**src/rtl/rx_chain_ctrl_pkg.sv**
```systemverilog
// Shared definitions for the receive-chain sequencer: FSM states, carrier
// amplitude and the quarter-wave sine table used by the carrier NCO.
package rx_chain_ctrl_pkg;

    typedef enum logic [1:0] {
        IDLE   = 2'd0,
        FLUSH  = 2'd1,
        STREAM = 2'd2,
        DRAIN  = 2'd3
    } rx_state_t;

    // Peak carrier magnitude; the table below is round(31*sin(2*pi*i/64))
    localparam int CARRIER_AMP = 31;

    // First quadrant of the 64-point sine, entries 0..15 (entry 16 is CARRIER_AMP)
    localparam logic [4:0] QUARTER_WAVE [16] = '{
        5'd0,  5'd3,  5'd6,  5'd9,  5'd12, 5'd15, 5'd17, 5'd20,
        5'd22, 5'd24, 5'd26, 5'd27, 5'd29, 5'd30, 5'd30, 5'd31
    };

    // Full 64-point sine from the quarter table: bit 4 mirrors, bit 5 negates
    function automatic logic signed [5:0] carrier_lookup(input logic [5:0] k);
        logic [3:0] idx;
        logic [4:0] mag;
        idx = k[3:0];
        if (k[4]) begin
            mag = (idx == 4'd0) ? 5'(CARRIER_AMP) : QUARTER_WAVE[4'd0 - idx];
        end else begin
            mag = QUARTER_WAVE[idx];
        end
        return k[5] ? -$signed({1'b0, mag}) : $signed({1'b0, mag});
    endfunction

endpackage

```
**src/rtl/rx_chain_ctrl_nco.sv**
```systemverilog
// Carrier NCO for the receive chain: phase accumulator, quarter-wave lookup
// and a registered SIN/COS pair. The output pair is always the lookup of the
// current phase, and is forced to zero while the chain is not enabled.
module rx_carrier_nco
    import rx_chain_ctrl_pkg::*;
#(
    parameter int PHASE_W = 8
) (
    input  logic               CLK_2,
    input  logic               RST,
    input  logic               EN,
    input  logic               CLR,
    input  logic [PHASE_W-1:0] FREQ_WORD,
    output logic signed [5:0]  SIN_C,
    output logic signed [5:0]  COS_C
);

    logic [PHASE_W-1:0] phase;
    logic [PHASE_W-1:0] freq;
    logic [PHASE_W-1:0] phase_d;
    logic [5:0]         k_d;
    logic signed [5:0]  sin_q;
    logic signed [5:0]  cos_q;

    // Next phase: cleared on a new run, advanced by the latched step while enabled
    always_comb begin
        phase_d = phase;
        if (CLR) begin
            phase_d = '0;
        end else if (EN) begin
            phase_d = phase + freq;
        end
        k_d = phase_d[PHASE_W-1 -: 6];
    end

    // Phase, step and table outputs are registered together so the carrier matches the phase held in the same cycle
    always_ff @(posedge CLK_2) begin
        if (RST) begin
            phase <= '0;
            freq  <= '0;
            sin_q <= '0;
            cos_q <= '0;
        end else begin
            phase <= phase_d;
            if (CLR) begin
                freq <= FREQ_WORD;
            end
            sin_q <= carrier_lookup(k_d);
            cos_q <= carrier_lookup(k_d + 6'd16);
        end
    end

    assign SIN_C = EN ? sin_q : '0;
    assign COS_C = EN ? cos_q : '0;

endmodule

```
**src/rtl/rx_chain_ctrl.sv**
```systemverilog
// Receive-chain sequencer: enables the chain, drives its carrier, discards the
// pipeline fill, then captures one frame of I/Q samples into a single output
// register that is drained downstream over valid/ready.
module rx_chain_ctrl
    import rx_chain_ctrl_pkg::*;
#(
    parameter int PHASE_W   = 8,
    parameter int FRAME_LEN = 64,
    parameter int FLUSH_CYC = 8
) (
    input  logic               CLK_2,
    input  logic               RST,
    input  logic               START,
    input  logic               ABORT,
    input  logic [PHASE_W-1:0] FREQ_WORD,
    input  logic signed [5:0]  I_CWM,
    input  logic signed [5:0]  Q_CWM,
    output logic               RX_EN,
    output logic signed [5:0]  SIN_C,
    output logic signed [5:0]  COS_C,
    output logic signed [5:0]  OUT_I,
    output logic signed [5:0]  OUT_Q,
    output logic               OUT_VALID,
    input  logic               OUT_READY,
    output logic               FRAME_LAST,
    output logic               BUSY,
    output logic               OVERRUN
);

    localparam int FLUSH_W  = $clog2(FLUSH_CYC + 1);
    localparam int SAMPLE_W = $clog2(FRAME_LEN + 1);
    localparam logic [FLUSH_W-1:0]  FLUSH_LAST  = FLUSH_W'(FLUSH_CYC - 1);
    localparam logic [SAMPLE_W-1:0] SAMPLE_LAST = SAMPLE_W'(FRAME_LEN - 1);

    rx_state_t           state;
    logic [FLUSH_W-1:0]  flush_cnt;
    logic [SAMPLE_W-1:0] sample_cnt;
    logic                out_accept;
    logic                start_accept;

    // Handshake completion and the start condition that restarts the carrier
    always_comb begin
        out_accept   = OUT_VALID && OUT_READY;
        start_accept = (state == IDLE) && START && !ABORT;
    end

    rx_carrier_nco #(
        .PHASE_W (PHASE_W)
    ) u_nco (
        .CLK_2     (CLK_2),
        .RST       (RST),
        .EN        (RX_EN),
        .CLR       (start_accept),
        .FREQ_WORD (FREQ_WORD),
        .SIN_C     (SIN_C),
        .COS_C     (COS_C)
    );

    assign BUSY = (state != IDLE);

    // Sequencer, counters and the single-entry output register; ABORT wins over everything but reset and leaves OVERRUN alone
    always_ff @(posedge CLK_2) begin
        if (RST) begin
            state      <= IDLE;
            RX_EN      <= 1'b0;
            OUT_I      <= '0;
            OUT_Q      <= '0;
            OUT_VALID  <= 1'b0;
            FRAME_LAST <= 1'b0;
            OVERRUN    <= 1'b0;
            flush_cnt  <= '0;
            sample_cnt <= '0;
        end else if (ABORT) begin
            state      <= IDLE;
            RX_EN      <= 1'b0;
            OUT_VALID  <= 1'b0;
            FRAME_LAST <= 1'b0;
            flush_cnt  <= '0;
            sample_cnt <= '0;
        end else begin
            if (out_accept) begin
                OUT_VALID  <= 1'b0;
                FRAME_LAST <= 1'b0;
            end
            case (state)
                IDLE: begin
                    if (START) begin
                        state      <= FLUSH;
                        RX_EN      <= 1'b1;
                        flush_cnt  <= '0;
                        sample_cnt <= '0;
                        OVERRUN    <= 1'b0;
                    end
                end
                FLUSH: begin
                    if (flush_cnt == FLUSH_LAST) begin
                        state <= STREAM;
                    end else begin
                        flush_cnt <= flush_cnt + FLUSH_W'(1);
                    end
                end
                STREAM: begin
                    sample_cnt <= sample_cnt + SAMPLE_W'(1);
                    if (!OUT_VALID || out_accept) begin
                        OUT_I      <= I_CWM;
                        OUT_Q      <= Q_CWM;
                        OUT_VALID  <= 1'b1;
                        FRAME_LAST <= (sample_cnt == SAMPLE_LAST);
                    end else begin
                        OVERRUN <= 1'b1;
                    end
                    if (sample_cnt == SAMPLE_LAST) begin
                        state <= DRAIN;
                        RX_EN <= 1'b0;
                    end
                end
                DRAIN: begin
                    if (!OUT_VALID || out_accept) begin
                        state <= IDLE;
                    end
                end
                default: begin
                    state <= IDLE;
                end
            endcase
        end
    end

endmodule

```
**config.mk**
```make
export PLATFORM = sky130hd
export DESIGN_NAME = rx_chain_ctrl
export DESIGN_NICKNAME = d
export VERILOG_FILES = /design/src/rtl/rx_chain_ctrl_pkg.sv /design/src/rtl/rx_chain_ctrl_nco.sv /design/src/rtl/rx_chain_ctrl.sv
export SDC_FILE = /design/constraint.sdc
export NUM_CORES = 1
export LEC_CHECK = 0
export ABC_AREA = 1
export CAP_MARGIN = 20
export CORE_MARGIN = 10
export CORE_UTILIZATION = 30
export CTS_CLUSTER_DIAMETER = 100
export CTS_CLUSTER_SIZE = 25
export DETAILED_ROUTE_END_ITERATION = 8
export MAX_ROUTING_LAYER = met4
export PLACE_DENSITY = 0.61
export SLEW_MARGIN = 30
export SYNTH_ARGS = -nofsm -noshare
export SYNTH_HDL_FRONTEND = slang
export SYNTH_SLANG_ARGS = --single-unit
```
**constraint.sdc**
```tcl
create_clock -name CLK_2 -period 7.8 [get_ports CLK_2]
set_clock_uncertainty 0.15 [all_clocks]
set_input_delay 1.56 -clock CLK_2 [delete_from_list [all_inputs] [get_ports CLK_2]]
set_output_delay 1.56 -clock CLK_2 [all_outputs]
set_load 0.03 [all_outputs]
```
==> metrics.md <==
| Metric | Value |
|---|---|
| CTS H-tree depth | 3 |
| Vias per cell | 4.77 |
| Setup bufs post-CTS | 0 |
| Drt drc | 0 |
| Boundary Pins | 54 |
| Hold/Removal Path Class | reg2reg |
| Post-Synthesis Cells | 490 |
| Met2 global-route usage | 0.186 |
| Post-route cell area | 4480 sq um |
| Mapped Area | 3540 sq um |
| Core Region | 11500 sq um |
| Total grt overflow | 0 |
| Count of final hold-check violations | 0 |
| Max Slew Vio Count | 0 |
| Final net count | 591 |
| Final WS setup | 3.35 ns |
| Final TNS setup | 0 ns |
| Worst vdd ir | 145 uV |
| CP Class | in2reg |
| Post-Route WL | 8940 microns |
| # clock sinks | 57 |
| DRT Pass-1 Iters | 4 |
| Outcome | completed |
| Root buf cell | clkbuf_16 |
| Pwr dens | 218 nW/um^2 |
| Comb power frac | 0.271 |
| Synth warn | 0 |
| Setup Viol. Count Final | 0 |
| Avg Cell Area, Syn | 7.23 sq um |
| Unique cell type count in the Yosys netlist | 43 |
| Fin util | 0.389 |
| Clock power share | 0.396 |
| Fraction of layout cells with a size suffix above 1 | 0.121 |
| Most common cell in the netlist | nand2_1 |
| Met3 usage | 0.0390 |
| GR Util met1 | 0.139 |
| Post-synth top cells | nand2_1, dfxtp_1, inv_1 |
| Clock tree buffer depth | 2 |
| Largest net degree at the start of global routing | 29 |
| Worst skew pair latency | 0.32 ns |
| Total Power | 977 uW |
| Initial Util | 0.308 |
| Asr flop ratio synth | 0 |
| Post-CTS sizing | 0 |
| Filler instances | 1187 |
| Post-synth EDFFs | 0 |
| Worst path arrival time | 4.54 ns |
| DRT iter0 DRCs | 254 |
| Placed cells | 673 |
| Per-cell routed wire length | 13.0 microns |
| Fin crit share | 0.571 |
| Layout area overhead | 26.4% |
| CTS tree | built |
| Tot GR Track Use | 0.116 |
| Gr busiest metal | met2 |
| Syn nets | 540 |
| Die area | 16600 sq um |
| Initial antenna violation count | 0 |
| Via count | 3282 |
| Diodes inserted | 0 |
| RD Place Congestion | 0.864 |
| Seq/Total Area, Yosys | 0.322 |
| Vias in the first global route | 3256 |
| Max Cap Viol | 0 |
| Flops & latches, synth | 57 |
| Setup Slack @ Placement | 3.04 ns |
| Fin crit period | 4.45 ns |
| Clock transition at path regs | 0.05 ns |
| Dominant cell type by area after synthesis | dfxtp_1 |
| DP Wirelength | 6880 microns |
| Worst Setup End Kind | flip-flop |
| Final std cells w/o fill | 688 |
| Switching Fraction | 0.313 |
| Area of placed instances | 4180 sq um |
| Die Wd | 129 microns |
| Worst EP required | 7.89 ns |
| Reg power frac | 0.333 |
| Die Y | 129 microns |
| Hold buffers post-CTS | 0 |
| Slew @ Worst Pin | 0.596 ns |
| First-pass GRT wire length | 15600 microns |
| CP Launch Type | primary input |
| TritonCTS buffer count | 9 |
| Cell internal pwr | 671 uW |
| Post-synth top flop | dfxtp_1 |
| Number of routed nets with antenna violations | 0 |
| I/O Buffers | 53 |
| Crit Path Max Fanout | 16 |
| P_sw | 306 uW |
| RSZ-0062 raised after global routing | false |
| Static leakage | 1.96 nW |
| Top cells by area, synth | dfxtp_1, nand2_1, ha_1 |
| Max-slew headroom | 0.602 |
| Achievable Freq | 225 MHz |
| WHS | 0.310 ns |
| Synth top area share | 0.322 |
| Core Rows | 39 |
-- logic make-up after synthesis --
kind of cell | after synthesis | share of synthesized area
AND/OR/NAND/NOR | 245 | 0.350
adder cells (fa/ha/maj) | 25 | 0.0904
flip-flops | 57 | 0.322
XOR/XNOR | 3 | 0.00953
buffers and inverters | 73 | 0.0872
AO/OA/AOI/OAI | 87 | 0.141
-- layer usage --
metal,part of all wire,up-vias
met5,0,-
met4,0.0088,0
met3,0.049,10
met2,0.46,57
met1,0.48,1498
li1,-,1717
-- registers in the layout, indices dropped and copies added, names as in the netlist, 2 cells and up --
name         flops
OUT_I            6
OUT_Q            6
flush_cnt        4
sample_cnt       7
state            2
u_nco.cos_q      6
u_nco.freq       8
u_nco.phase      8
u_nco.sin_q      6
-- power by group through the flow --
stage / clock network [mW] / logic (mW) / registers (mW)
floorplan: 0 / 0.198 / 0.332
global placement: 0 / 0.261 / 0.331
detailed placement: 0 / 0.263 / 0.331
CTS: 0.394 / 0.265 / 0.326
global route: 0.410 / 0.299 / 0.328
finish: 0.387 / 0.264 / 0.326
-- cells in the final DEF (no fill, tap or decap), types with 3 or more instances in the layout --
master	synthesis	routed
o21a_1	5	5
a211oi_1	7	7
clkbuf_16	0	9
o21ai_0	22	22
clkdlybuf4s50_1	0	53
o21ai_1	10	10
nand3_2	11	11
nor2_1	47	46
nand3_1	38	38
nand2_1	91	91
inv_2	3	3
inv_1	54	54
nand4_1	11	11
nand2_4	6	6
dfxtp_1	57	57
a21oi_1	36	36
ha_1	24	24
nor2_2	3	4
nand2_2	12	12
nor3_1	15	15
-- path summary, 6_finish.rpt --
check        slack [ns]          start  depth (start not counted)             end
max                3.35          START                         16  u_nco.sin_q[2]
max reg2reg        4.24  u_nco.freq[0]                         16  u_nco.cos_q[2]
min reg2reg        0.31       OUT_Q[4]                          2        OUT_Q[4]
min                0.31       OUT_Q[4]                          2        OUT_Q[4]
-- layout make-up --
type                    count  area [sq um]  share of cell area
clock buffers              12           256              0.0573
clock inverters             3          40.0             0.00894
inverters                  58           220              0.0492
multi-input cells         360          2100               0.468
flip-flops and latches     57          1140               0.255
well taps                 143           179              0.0399
repair buffers             55           546               0.122
-- worst max-delay path, stage by stage --
cell	delay, ns
clkdlybuf4s50_1	0.51
nand2_2	0.10
nor2_8	0.25
nor2_2	0.08
nand2_4	0.15
ha_1	0.24
inv_1	0.06
ha_1	0.38
inv_1	0.10
o21ai_0	0.21
nand3_2	0.10
nand4_1	0.08
nand2_1	0.11
ha_1	0.24
o21a_1	0.19
nor3_1	0.16
Note: power is estimated with default switching activity, not from simulation.
==> variant, RTL diff (config.mk and constraints unchanged) <==
Set the parameter `FRAME_LEN` to 128 (it was 64).
--- a/src/rtl/rx_chain_ctrl.sv
+++ b/src/rtl/rx_chain_ctrl.sv
@@ -5,7 +5,7 @@
     import rx_chain_ctrl_pkg::*;
 #(
     parameter int PHASE_W   = 8,
-    parameter int FRAME_LEN = 64,
+    parameter int FRAME_LEN = 128,
     parameter int FLUSH_CYC = 8
 ) (
     input  logic               CLK_2,
Behaviour: no difference found for any inputs over 4 cycles, from zero or initial values and one cycle with RST high; that may be too few to reach the edited logic, so the function may still have changed.
==> variant against the original RTL <==
Fmax is 6.2% lower; worst setup slack worse by 0.29 ns; total power is 3.5% higher; combinational power is 6% lower; wire length is 1.3% lower; area after synthesis is 1.7% lower; sequential power hardly changed; synthesized cell count is 0.20% higher; sequential share of layout area is 0.48 points higher; count of clock-buffer cells in the layout stayed put; sequential cell count is 1 higher; final area is 0.11% lower; cell count is 0.44% higher; highest routed layer unchanged.
==> variant: results (changes against the original RTL) <==
stage	metric	value	unit	change
critical_path	flop2flop setup slack	4.15	ns	-0.09 ns
finish	biggest regs	sample_cnt x8, u_nco.freq x8, u_nco.phase x8		
global_routing	number of global-route vias before repair	3191		-2.0%
critical_path	CP Max Fanout	14		-2
route	met1 WL	4047	microns	-6.0%
finish	fill count	1163		-2.0%
sta	relative slew slack	0.5996		-0.002324
sta	Tmin final	4.745	ns	+0.2930 ns
finish	# nets final	595		+0.68%
logic_synthesis	Synth cell types	41		-4.7%
global_routing	first-pass GRT wire length	14900	microns	-4.4%
route	met3 WL	287	microns	-34%
critical_path	Worst Path Arrival	4.81	ns	+0.27 ns
placement	pre-CTS WS	2.709	ns	-0.3335 ns
route	Routed WL per cell	12.77	microns	-1.8%
critical_path	R2R cell count	21		+5
logic_synthesis	Syn Nets	543		+0.56%
global_routing	met3 usage	0.02730		-0.01172
sta	Hold Slack	0.2996	ns	-0.01011 ns
critical_path	slowest stage delay, CP	0.53	ns	+0.02 ns
global_routing	M2 GR Usage	0.1849		-0.001380
route	DRT iter0 DRCs	166		-35%
critical_path	R2R Path Start	state[0]		
global_routing	pin count of the biggest net entering global routing	30		+3.4%
worst_hold_path	worst hold path depth	1		-1
global_routing	GR met1 Demand/Resource	0.1288		-0.01016
worst_hold_path	worst hold endpoint	sample_cnt[5]		
placement	detailed placer's ending HPWL	6736	microns	-2.1%
status	outcome	finished clean		
route	vias	3289		+0.21%
logic_synthesis	XOR/XNOR Fraction of Synth Area	0.02047		+0.01094
logic_synthesis	synth cell count leaders	nand2_1, nor2_1, dfxtp_1, inv_1, nand3_1		
worst_hold_path	hold path start	sample_cnt[5]		
finish	ratio of cells with drive above 1 in the final layout	0.1040		-0.01709
power_and_ir_drop	Leak Pwr	1.886	nW	-4.0%
critical_path	delay-heaviest family, CP	buffers and inverters		
placement	Final GP Congestion	0.9100		+5.3%
critical_path	Setup crit end	u_nco.cos_q[2]		
route	drt pass-1 iters	5		+1
logic_synthesis	adder-cell area share of the yosys netlist	0.09914		+0.008774
critical_path	Setup crit start	ABORT		
logic_synthesis	Synth Area in Compound Gates	0.1354		-0.005776
logic_synthesis	post-synthesis sequential area ratio	0.3333		+0.01141
logic_synthesis	largest cells by area after synthesis	dfxtp_1, nand2_1, ha_1		
power_and_ir_drop	worst IR drop on VDD	0.1059	mV	-27%
global_routing	gr usage total	0.1125		-0.003501
## variant: cell types whose count changed after synthesis, sizes merged, moves of 2 or more
| cell | change |
|---|---|
| nor2 | +10 |
| nand2 | -5 |
| a211oi | -3 |
| buf | -3 |
| nand3 | -3 |
| o21a | -3 |
| clkbuf | +2 |
| ha | +2 |
| o21ai | +2 |
| xor2 | +2 |
## variant: through the flow
| stage | area [sq um] | instances |
|---|---|---|
| 6_report | 4474 | 691 |
| 3_5_place_dp | 4141 | 675 |
| 3_3_place_gp | 4141 | 675 |
| 4_1_cts | 4472 | 691 |
| 2_1_floorplan | 3483 | 491 |
| 5_1_grt | 4474 | 691 |
## variant: kinds of logic (layout without fill, tap and decap cells)
family / count (synthesis) / after routing
buffers and inverters: 72 / 129
AND/OR/NAND/NOR: 244 / 244
XOR/XNOR: 6 / 6
AO/OA/AOI/OAI: 84 / 84
adder cells (fa/ha/maj): 27 / 27
flip-flops: 58 / 58
## variant: final cells by class
| class | count | area, sq um | share of cell area |
|---|---|---|---|
| Tap cell | 143 | 178.9 | 0.03999 |
| Multi-Input combinational cell | 361 | 2041 | 0.4561 |
| Clock inverter | 4 | 73.82 | 0.01650 |
| Clock buffer | 12 | 256.5 | 0.05733 |
| Sequential cell | 58 | 1161 | 0.2595 |
| Inverter | 58 | 217.7 | 0.04866 |
| Timing Repair Buffer | 55 | 545.5 | 0.1219 |
## variant: where the power goes
group | switching [W] | leakage (nW) | internal (W)
Clock | 0.000138 | 0.163 | 0.000297
Combinational | 0.000158 | 1.25 | 0.0000899
Sequential | 0.00000890 | 0.473 | 0.000318
